[src/rtl/seq_mul_add_pkg.sv]
// Shared arithmetic definitions: multiplier FSM encodings and the signed/unsigned
// mode constants that the divider family also uses.
package seq_mul_add_pkg;

    typedef enum logic [1:0] {
        ST_IDLE = 2'd0,
        ST_MUL  = 2'd1,
        ST_FIX  = 2'd2,
        ST_DONE = 2'd3
    } state_t;

    localparam logic MODE_UNSIGNED = 1'b0;
    localparam logic MODE_SIGNED   = 1'b1;

    // Width of an iteration counter that must reach width-1.
    function automatic int cnt_width(input int width);
        return (width > 1) ? $clog2(width) : 1;
    endfunction

endpackage

[src/rtl/seq_mul_add_core.sv]
// Unsigned shift-add multiplier datapath: one multiplier bit per cycle, WIDTH steps
// after a start strobe; o_last marks the final step.
module seq_mul_add_core
    import seq_mul_add_pkg::*;
#(
    parameter int WIDTH = 8
) (
    input  logic                 clk,
    input  logic                 rst_n,
    input  logic                 i_start,
    input  logic [WIDTH-1:0]     i_mcand,
    input  logic [WIDTH-1:0]     i_mplr,
    output logic                 o_last,
    output logic [2*WIDTH-1:0]   o_product
);

    localparam int              CW       = cnt_width(WIDTH);
    localparam logic [CW-1:0]   LAST_CNT = CW'(WIDTH - 1);

    logic [WIDTH-1:0] r_acc;
    logic [WIDTH-1:0] r_mplr;
    logic [WIDTH-1:0] r_mcand;
    logic [CW-1:0]    r_cnt;
    logic             r_busy;

    logic [WIDTH:0]   w_addend;
    logic [WIDTH:0]   w_sum;

    // The carry out of the upper-half add shifts straight back into the accumulator.
    assign w_addend  = r_mplr[0] ? {1'b0, r_mcand} : '0;
    assign w_sum     = {1'b0, r_acc} + w_addend;
    assign o_last    = r_busy && (r_cnt == LAST_CNT);
    assign o_product = {r_acc, r_mplr};

    always_ff @(posedge clk) begin
        if (!rst_n) begin
            r_acc   <= '0;
            r_mplr  <= '0;
            r_mcand <= '0;
            r_cnt   <= '0;
            r_busy  <= 1'b0;
        end else if (i_start) begin
            r_acc   <= '0;
            r_mplr  <= i_mplr;
            r_mcand <= i_mcand;
            r_cnt   <= '0;
            r_busy  <= 1'b1;
        end else if (r_busy) begin
            r_acc  <= w_sum[WIDTH:1];
            r_mplr <= {w_sum[0], r_mplr[WIDTH-1:1]};
            r_cnt  <= r_cnt + CW'(1);
            if (o_last) begin
                r_busy <= 1'b0;
            end
        end
    end

endmodule

[src/rtl/seq_mul_add.sv]
// Iterative multiply-accumulate result = a*b + c (signed or unsigned), exact in
// 2*WIDTH bits; rebuilds a divider's dividend from {quotient, divisor, remainder}.
module seq_mul_add
    import seq_mul_add_pkg::*;
#(
    parameter int WIDTH = 8
) (
    input  logic                 clk,
    input  logic                 rst_n,
    input  logic                 in_valid,
    output logic                 in_ready,
    input  logic                 is_signed,
    input  logic [WIDTH-1:0]     a,
    input  logic [WIDTH-1:0]     b,
    input  logic [WIDTH-1:0]     c,
    output logic                 out_valid,
    input  logic                 out_ready,
    output logic [2*WIDTH-1:0]   result,
    output logic                 overflow
);

    state_t r_state;
    state_t w_state_next;

    logic               r_signed;
    logic               r_neg;
    logic [WIDTH-1:0]   r_c;
    logic [2*WIDTH-1:0] r_result;
    logic               r_overflow;
    logic               r_out_valid;

    logic               w_accept;
    logic               w_a_neg;
    logic               w_b_neg;
    logic [WIDTH-1:0]   w_a_mag;
    logic [WIDTH-1:0]   w_b_mag;
    logic               w_last;
    logic [2*WIDTH-1:0] w_product;
    logic [2*WIDTH-1:0] w_prod_signed;
    logic [2*WIDTH-1:0] w_c_ext;
    logic [2*WIDTH-1:0] w_sum;
    logic               w_ovf;

    assign in_ready  = (r_state == ST_IDLE);
    assign w_accept  = in_valid && in_ready;
    assign out_valid = r_out_valid;
    assign result    = r_result;
    assign overflow  = r_overflow;

    // Magnitudes are unsigned, so |-2^(WIDTH-1)| fits without an extra bit.
    assign w_a_neg = (is_signed == MODE_SIGNED) && a[WIDTH-1];
    assign w_b_neg = (is_signed == MODE_SIGNED) && b[WIDTH-1];
    assign w_a_mag = w_a_neg ? -a : a;
    assign w_b_mag = w_b_neg ? -b : b;

    seq_mul_add_core #(
        .WIDTH (WIDTH)
    ) u_core (
        .clk       (clk),
        .rst_n     (rst_n),
        .i_start   (w_accept),
        .i_mcand   (w_a_mag),
        .i_mplr    (w_b_mag),
        .o_last    (w_last),
        .o_product (w_product)
    );

    assign w_prod_signed = r_neg ? -w_product : w_product;
    assign w_c_ext       = (r_signed == MODE_SIGNED) ? {{WIDTH{r_c[WIDTH-1]}}, r_c}
                                                     : {{WIDTH{1'b0}}, r_c};
    assign w_sum         = w_prod_signed + w_c_ext;
    assign w_ovf         = (r_signed == MODE_SIGNED)
                         ? !((&w_sum[2*WIDTH-1:WIDTH-1]) || !(|w_sum[2*WIDTH-1:WIDTH-1]))
                         : (|w_sum[2*WIDTH-1:WIDTH]);

    always_ff @(posedge clk) begin
        if (!rst_n) begin
            r_state <= ST_IDLE;
        end else begin
            r_state <= w_state_next;
        end
    end

    always_comb begin
        w_state_next = r_state;
        unique case (r_state)
            ST_IDLE: if (w_accept)                   w_state_next = ST_MUL;
            ST_MUL:  if (w_last)                     w_state_next = ST_FIX;
            ST_FIX:                                  w_state_next = ST_DONE;
            ST_DONE: if (r_out_valid && out_ready)   w_state_next = ST_IDLE;
            default:                                 w_state_next = ST_IDLE;
        endcase
    end

    // out_valid is registered one cycle into DONE so result is stable when it rises.
    always_ff @(posedge clk) begin
        if (!rst_n) begin
            r_signed    <= MODE_UNSIGNED;
            r_neg       <= 1'b0;
            r_c         <= '0;
            r_result    <= '0;
            r_overflow  <= 1'b0;
            r_out_valid <= 1'b0;
        end else begin
            if (w_accept) begin
                r_signed <= is_signed;
                r_neg    <= w_a_neg ^ w_b_neg;
                r_c      <= c;
            end
            if (r_state == ST_FIX) begin
                r_result   <= w_sum;
                r_overflow <= w_ovf;
            end
            r_out_valid <= (r_state == ST_DONE) && !(r_out_valid && out_ready);
        end
    end

endmodule

[config.mk]
export PLATFORM = sky130hd
export DESIGN_NAME = seq_mul_add
export DESIGN_NICKNAME = d
export VERILOG_FILES = /design/src/rtl/seq_mul_add_pkg.sv /design/src/rtl/seq_mul_add_core.sv /design/src/rtl/seq_mul_add.sv
export SDC_FILE = /design/constraint.sdc
export NUM_CORES = 1
export LEC_CHECK = 0
export CAP_MARGIN = 30
export CELL_PAD_IN_SITES_DETAIL_PLACEMENT = 1
export CELL_PAD_IN_SITES_GLOBAL_PLACEMENT = 2
export CORE_ASPECT_RATIO = 1.5
export CORE_MARGIN = 2
export CORE_UTILIZATION = 34
export DETAILED_ROUTE_END_ITERATION = 10
export PLACE_DENSITY_LB_ADDON = 0.1
export SETUP_SLACK_MARGIN = 0.02
export SYNTH_ARGS = -nofsm -noshare
export SYNTH_HDL_FRONTEND = slang
export SYNTH_SLANG_ARGS = --single-unit
[constraint.sdc]
create_clock -name clk -period 3.7 [get_ports clk]
set_input_delay 1.11 -clock clk [delete_from_list [all_inputs] [get_ports clk]]
set_output_delay 1.11 -clock clk [all_outputs]
set_load 0.01 [all_outputs]
[After elaboration in Yosys (flattened, before gate mapping)]
Cells that the tools add are included.
Storage, ports and cells
  output and inout bits: 19
  register bits after elaboration: 58
  input bits: 29
Cells by class
  muxes and demuxes: 15
  bitwise logic cells: 2
  add/subtract/negate cells: 6
  eq/ne operators: 7
  reductions and logical operators: 17
Operators with widths (count)
  8-bit two-way mux: 5
  16-bit two-way mux: 2
  16-bit adder: 1
  16-bit negator: 1
  8-bit negator: 2
  8-bit by 9-bit adder with 9-bit output: 1
  9-bit AND reduction: 1
  9-bit OR reduction: 1
  2-bit one-hot mux with 4 select lines: 1
  8-bit OR reduction: 1
  1-bit logical AND: 6
  2-bit two-way mux: 3
  2-bit equality test (second input constant): 2
  1-bit two-way mux: 4
  2-bit by 1-bit inequality test with 1-bit output (second input constant): 2
  3-bit by 1-bit adder with 3-bit output (second input constant): 1
  3-bit equality test (second input constant): 1
  1-bit zero test: 3
  3-bit AND reduction: 1
  2-bit by 1-bit equality test with 1-bit output (second input constant): 1
  2-bit zero test: 1
  2-bit inequality test (second input constant): 1
  2-bit nonzero test: 1
  2-bit OR reduction: 1
  3 further kinds: 3

[Logic depth before layout (Yosys ltp)]
  depth in word-level cells: 8
  depth in mapped cells: 17
  mapped depth without buffers: 16

[Modules after synthesis]
From an unflattened synthesis, not the netlist that was laid out.
Unflattened totals
  cells, all modules: 471
  area, all modules: 4066.4 um2
By module, submodules not included
  seq_mul_add: sequential area each 600.6 um2, area each 2522.4 um2, times used 1, cells each 304
  seq_mul_add_core: sequential area each 560.5 um2, area each 1544.0 um2, times used 1, cells each 167

[Worst setup path before layout]
Ideal clock, no wire load.
  path type: register -> register
  start point: reg u_core.r_mplr[0]
  end point: reg r_overflow (netlist: overflow)
  cell stages (with the launch flop): 17
  data required time: 3.577 ns
  path slack: 0.343 ns
  setup time: 0.123 ns
  data arrival time: 3.234 ns
  path buffers: 1
  cell sequence: dfxtp_1 clkbuf_1 inv_1 ha_1 nand2_1 or2_2 o41ai_1 xnor2_1 ha_1 a21oi_1 o21ai_1 and3_1 or3_4 xor2_1 nor4_2 and4_1 nor3_1
Between the ends
  word-level cells in the longest chain between the ends: 8
  elaborated cells on any way between the ends: 10
  classes of those cells: add/sub (2); mux (2); reduce/logical (6)
Ends and longest elaborated chain
  from (decl): line seq_mul_add_core.sv:21  | logic [WIDTH-1:0] r_mplr;
  from (signal assigned): line seq_mul_add_core.sv:44  | r_mplr <= i_mplr;
  from (signal assigned): line seq_mul_add_core.sv:50  | r_mplr <= {w_sum[0], r_mplr[WIDTH-1:1]};
  16-bit negator: line seq_mul_add.sv:68  | assign w_prod_signed = r_neg ? -w_product : w_product;
  16-bit two-way mux *: line seq_mul_add.sv:68
  16-bit adder *: line seq_mul_add.sv:71  | assign w_sum = w_prod_signed + w_c_ext;
  9-bit OR reduction: line seq_mul_add.sv:73  | ? !((&w_sum[2*WIDTH-1:WIDTH-1]) || !(|w_sum[2*WIDTH-1:WIDTH-1]))
  1-bit zero test: line seq_mul_add.sv:73
  1-bit logical OR: line seq_mul_add.sv:73
  1-bit zero test: line seq_mul_add.sv:73
  1-bit two-way mux *: line seq_mul_add.sv:73
  to (signal assigned): line seq_mul_add.sv:112  | r_overflow <= w_ovf;
  to (decl): line seq_mul_add.sv:29  | logic r_overflow;
Mark *: on every way between the ends. The rest lies on a longest branch, timed or not.
A chain may end at the register's enable or synchronous reset.

[Final worst setup path]
  start point: reg u_core.r_mplr[1]
  end point: reg r_overflow (netlist: overflow)
Same word-level chain as after synthesis.

==> flow_summary.yaml <==
clock_network:
  clk_pin_slew_ns: 0.05
  cts_made_buffers: 9
  clock_latency_ns: 0.33
  cts.sinks: 58
  cts.path.max_buffers: 2
  htreeDepth: 3
  cts_tree: "done"
  cts_root_buf: "clkbuf_16"
floorplan:
  dieArea_mm2: 0.0129
  die_x_um: 93.4
  initial_core_util_pct: 34.5
  rows: 49
  core-area_mm2: 0.0118
  pin_count: 48
  die_h_um: 138
timing:
  worst_pin_slew_ns: 0.560
  final.setup_skew_ns: 0.00635
  fin_tns_setup_ns: 0
  setup_viol: 0
  maxSlewViolCount: 0
  clock.fmax_mhz: 286
  rsz0062_at_grt: "false"
  fin_crit_ns: 3.49
  min_period_over_period_pct: 94.4
  hold_viol_final: 0
  relSlewSlack_pct: 62.6
critical_path:
  cp.required_ns: 3.91
  cp-start-kind: "flop"
  worstSetupPathType: "reg -> reg"
  crit_path_end_kind: "flop"
  r2r_slack_ns: 0.21
  critPathMaxFanout: 4
  crit_arrival_ns: 3.70
synth:
  synthDistinctLibCells: 61
  ys.flop_type: "dfxtp_1"
  synth_area_leader_cell: "dfxtp_1"
  yosysSeqAreaShare_pct: 28.5
  synth_seq_cells: 58
  syn-instance-count: 489
  ys_warn_count: 0
  syn_avg_cell_area_um2: 8.34
  synth_common_cells: "nand2_1, dfxtp_1, ha_1, nor2_1, xnor2_1"
  synth_top_cell_area_share_pct: 28.5
  yosysMostFrequentCell: "nand2_1"
  synthesis.nets: 553
  synthArstFlopShare_pct: 0
  synth_edf_count: 0
  synthTopCellsByArea: "dfxtp_1, ha_1, xnor2_1"
  syn-cell-area_mm2: 0.00408
detailed_routing:
  num_vias: 3574
  wl_per_cell_um: 15.5
  first_pass_iters: 5
  ant_nets: 0
  drt-initial-drc-count: 44
  drc: 0
  wl_mm: 10.8
  viasPerCell: 5.13
place:
  placed_area_mm2: 0.00472
  portBuffers: 47
  place.gp.congestion: 0.831
  place.detailed.hpwl_mm: 8.54
  dp_cells: 679
power_and_ir_drop:
  p_per_area_mw_per_mm2: 580
  power_leakage_nw: 2.19
  vdd_drop_max_uv: 214
grt:
  grt_pass1_wl_mm: 18.2
  track_usage_pct: 17.7
  overflow: 0
  antenna_found_initial: 0
  grt_max_degree: 41
  grt_pass1_vias: 3802
cells_and_area:
  multi_input_area_mm2: 0.00276
  fin_area_mm2: 0.00509
  antenna_cells: 0
  fill_cells: 1411
  layout.nets: 603
  drive_gt1_share_pct: 9.38
  register_area_mm2: 0.00116
  stdcell_count: 697
  area_growth_pct: 24.8
run_status:
  status: "finished, final reports clean"
worst_hold_path:
  hold_class: "reg -> reg"
run:
  maxCapViolCount: 0
## sequential cells by signal (all words and copies together), names as in the netlist
register and flops:
u_core.r_acc 8, u_core.r_mplr 8, overflow 1, r_state 2, result 16, u_core.r_mcand 8, r_signed 1, out_valid 1
u_core.r_busy 1, r_neg 1, u_core.r_cnt 3, r_c 8
## worst paths after layout
check,start,endpoint,cells past startpoint
max,u_core.r_mplr[1],overflow,15
min,u_core.r_mcand[7],u_core.r_mcand[7],2
max reg2reg,u_core.r_mplr[1],overflow,15
min reg2reg,u_core.r_mcand[7],u_core.r_mcand[7],2
## layer usage
layer  vias up  GRT usage, %  share of wire, %
li1       1825             -                 -
met1      1681          18.8                40
met2        52          32.7                55
met3        16          3.65               2.7
met4         0          7.82               2.5
met5         -             0                 0
## where the power goes
part           internal (W)  switching, W  leakage (nW)  total (W)
Clock              0.000643      0.000293         0.165   0.000935
Sequential         0.000750      0.000108         0.474   0.000857
Combinational      0.000542      0.000621          1.55    0.00116
## cell type report
class | count | area share, %
Clock buffer | 12 | 5.23
Clock inverter | 4 | 1.43
Inverter | 22 | 1.62
Multi-Input combinational cell | 389 | 54.2
Sequential cell | 58 | 22.8
Tap cell | 153 | 3.76
Timing Repair Buffer | 59 | 11.0
## logic make-up after synthesis
group | after synthesis | share of synthesized area (%)
DFF | 58 | 28.5
and+or+nand+nor | 188 | 23.6
muxes | 21 | 5.15
AOI/OAI and AO/OA | 108 | 19.4
xor gates and xnor gates | 37 | 7.94
buffers and inverters | 42 | 4.38
adders and majority gates | 35 | 11.1
## layout by cell type (no fill, tap or decap), types with 3 or more instances in the layout
cell / netlist / routed
o21ai_0: 14 / 14
or3_1: 6 / 6
nand2_1: 59 / 59
clkbuf_16: 0 / 9
nand3_1: 15 / 15
nand2b_1: 4 / 4
a211oi_1: 3 / 3
nor2b_1: 15 / 15
a21boi_1: 14 / 14
nor3_1: 19 / 19
o211ai_1: 3 / 3
o211a_1: 14 / 14
mux2i_1: 21 / 21
or4_4: 3 / 3
xor2_1: 11 / 10
o21ai_1: 3 / 3
and3_1: 5 / 5
buf_4: 0 / 12
inv_1: 21 / 20
clkdlybuf4s50_1: 0 / 47
and2_1: 12 / 12
nor2_1: 31 / 31
dfxtp_1: 58 / 58
clkbuf_8: 1 / 3
a21oi_1: 22 / 22
o21a_1: 3 / 3
xnor2_1: 26 / 26
nor4_1: 3 / 3
o31ai_1: 7 / 7
ha_1: 33 / 33
a21o_1: 3 / 3
## timing repair
action,in CTS,in global routing
endpoints found under the setup margin,0,1
hold buffers,0,0
hold endpoints to repair,0,0
buffers inserted,0,2
resized for setup,0,5
## stage by stage
stage                     setup WS (ns)  hold slack (ns)  total power [W]  utilization (%)
after floorplan                   0.343            0.430          0.00166                -
after global placement            0.300            0.443          0.00201             39.9
after detailed placement          0.173            0.448          0.00203             39.9
after CTS                         0.160            0.454          0.00299             42.8
after global routing            0.00390            0.490          0.00317             43.0
final                             0.208            0.451          0.00296             43.0
## worst max-delay path, stage by stage, from the launching register on
cell     delay [ns]
dfxtp_1        0.34
inv_1          0.10
ha_1           0.16
nand2_1        0.06
or2_2          0.32
o41ai_2        0.26
xnor2_1        0.11
ha_1           0.35
a21oi_1        0.15
o21ai_1        0.13
and3_1         0.24
or3_4          0.39
xor2_2         0.17
nor4_2         0.30
and4_1         0.22
nor3_1         0.05
(Power assumes the default switching activity.)
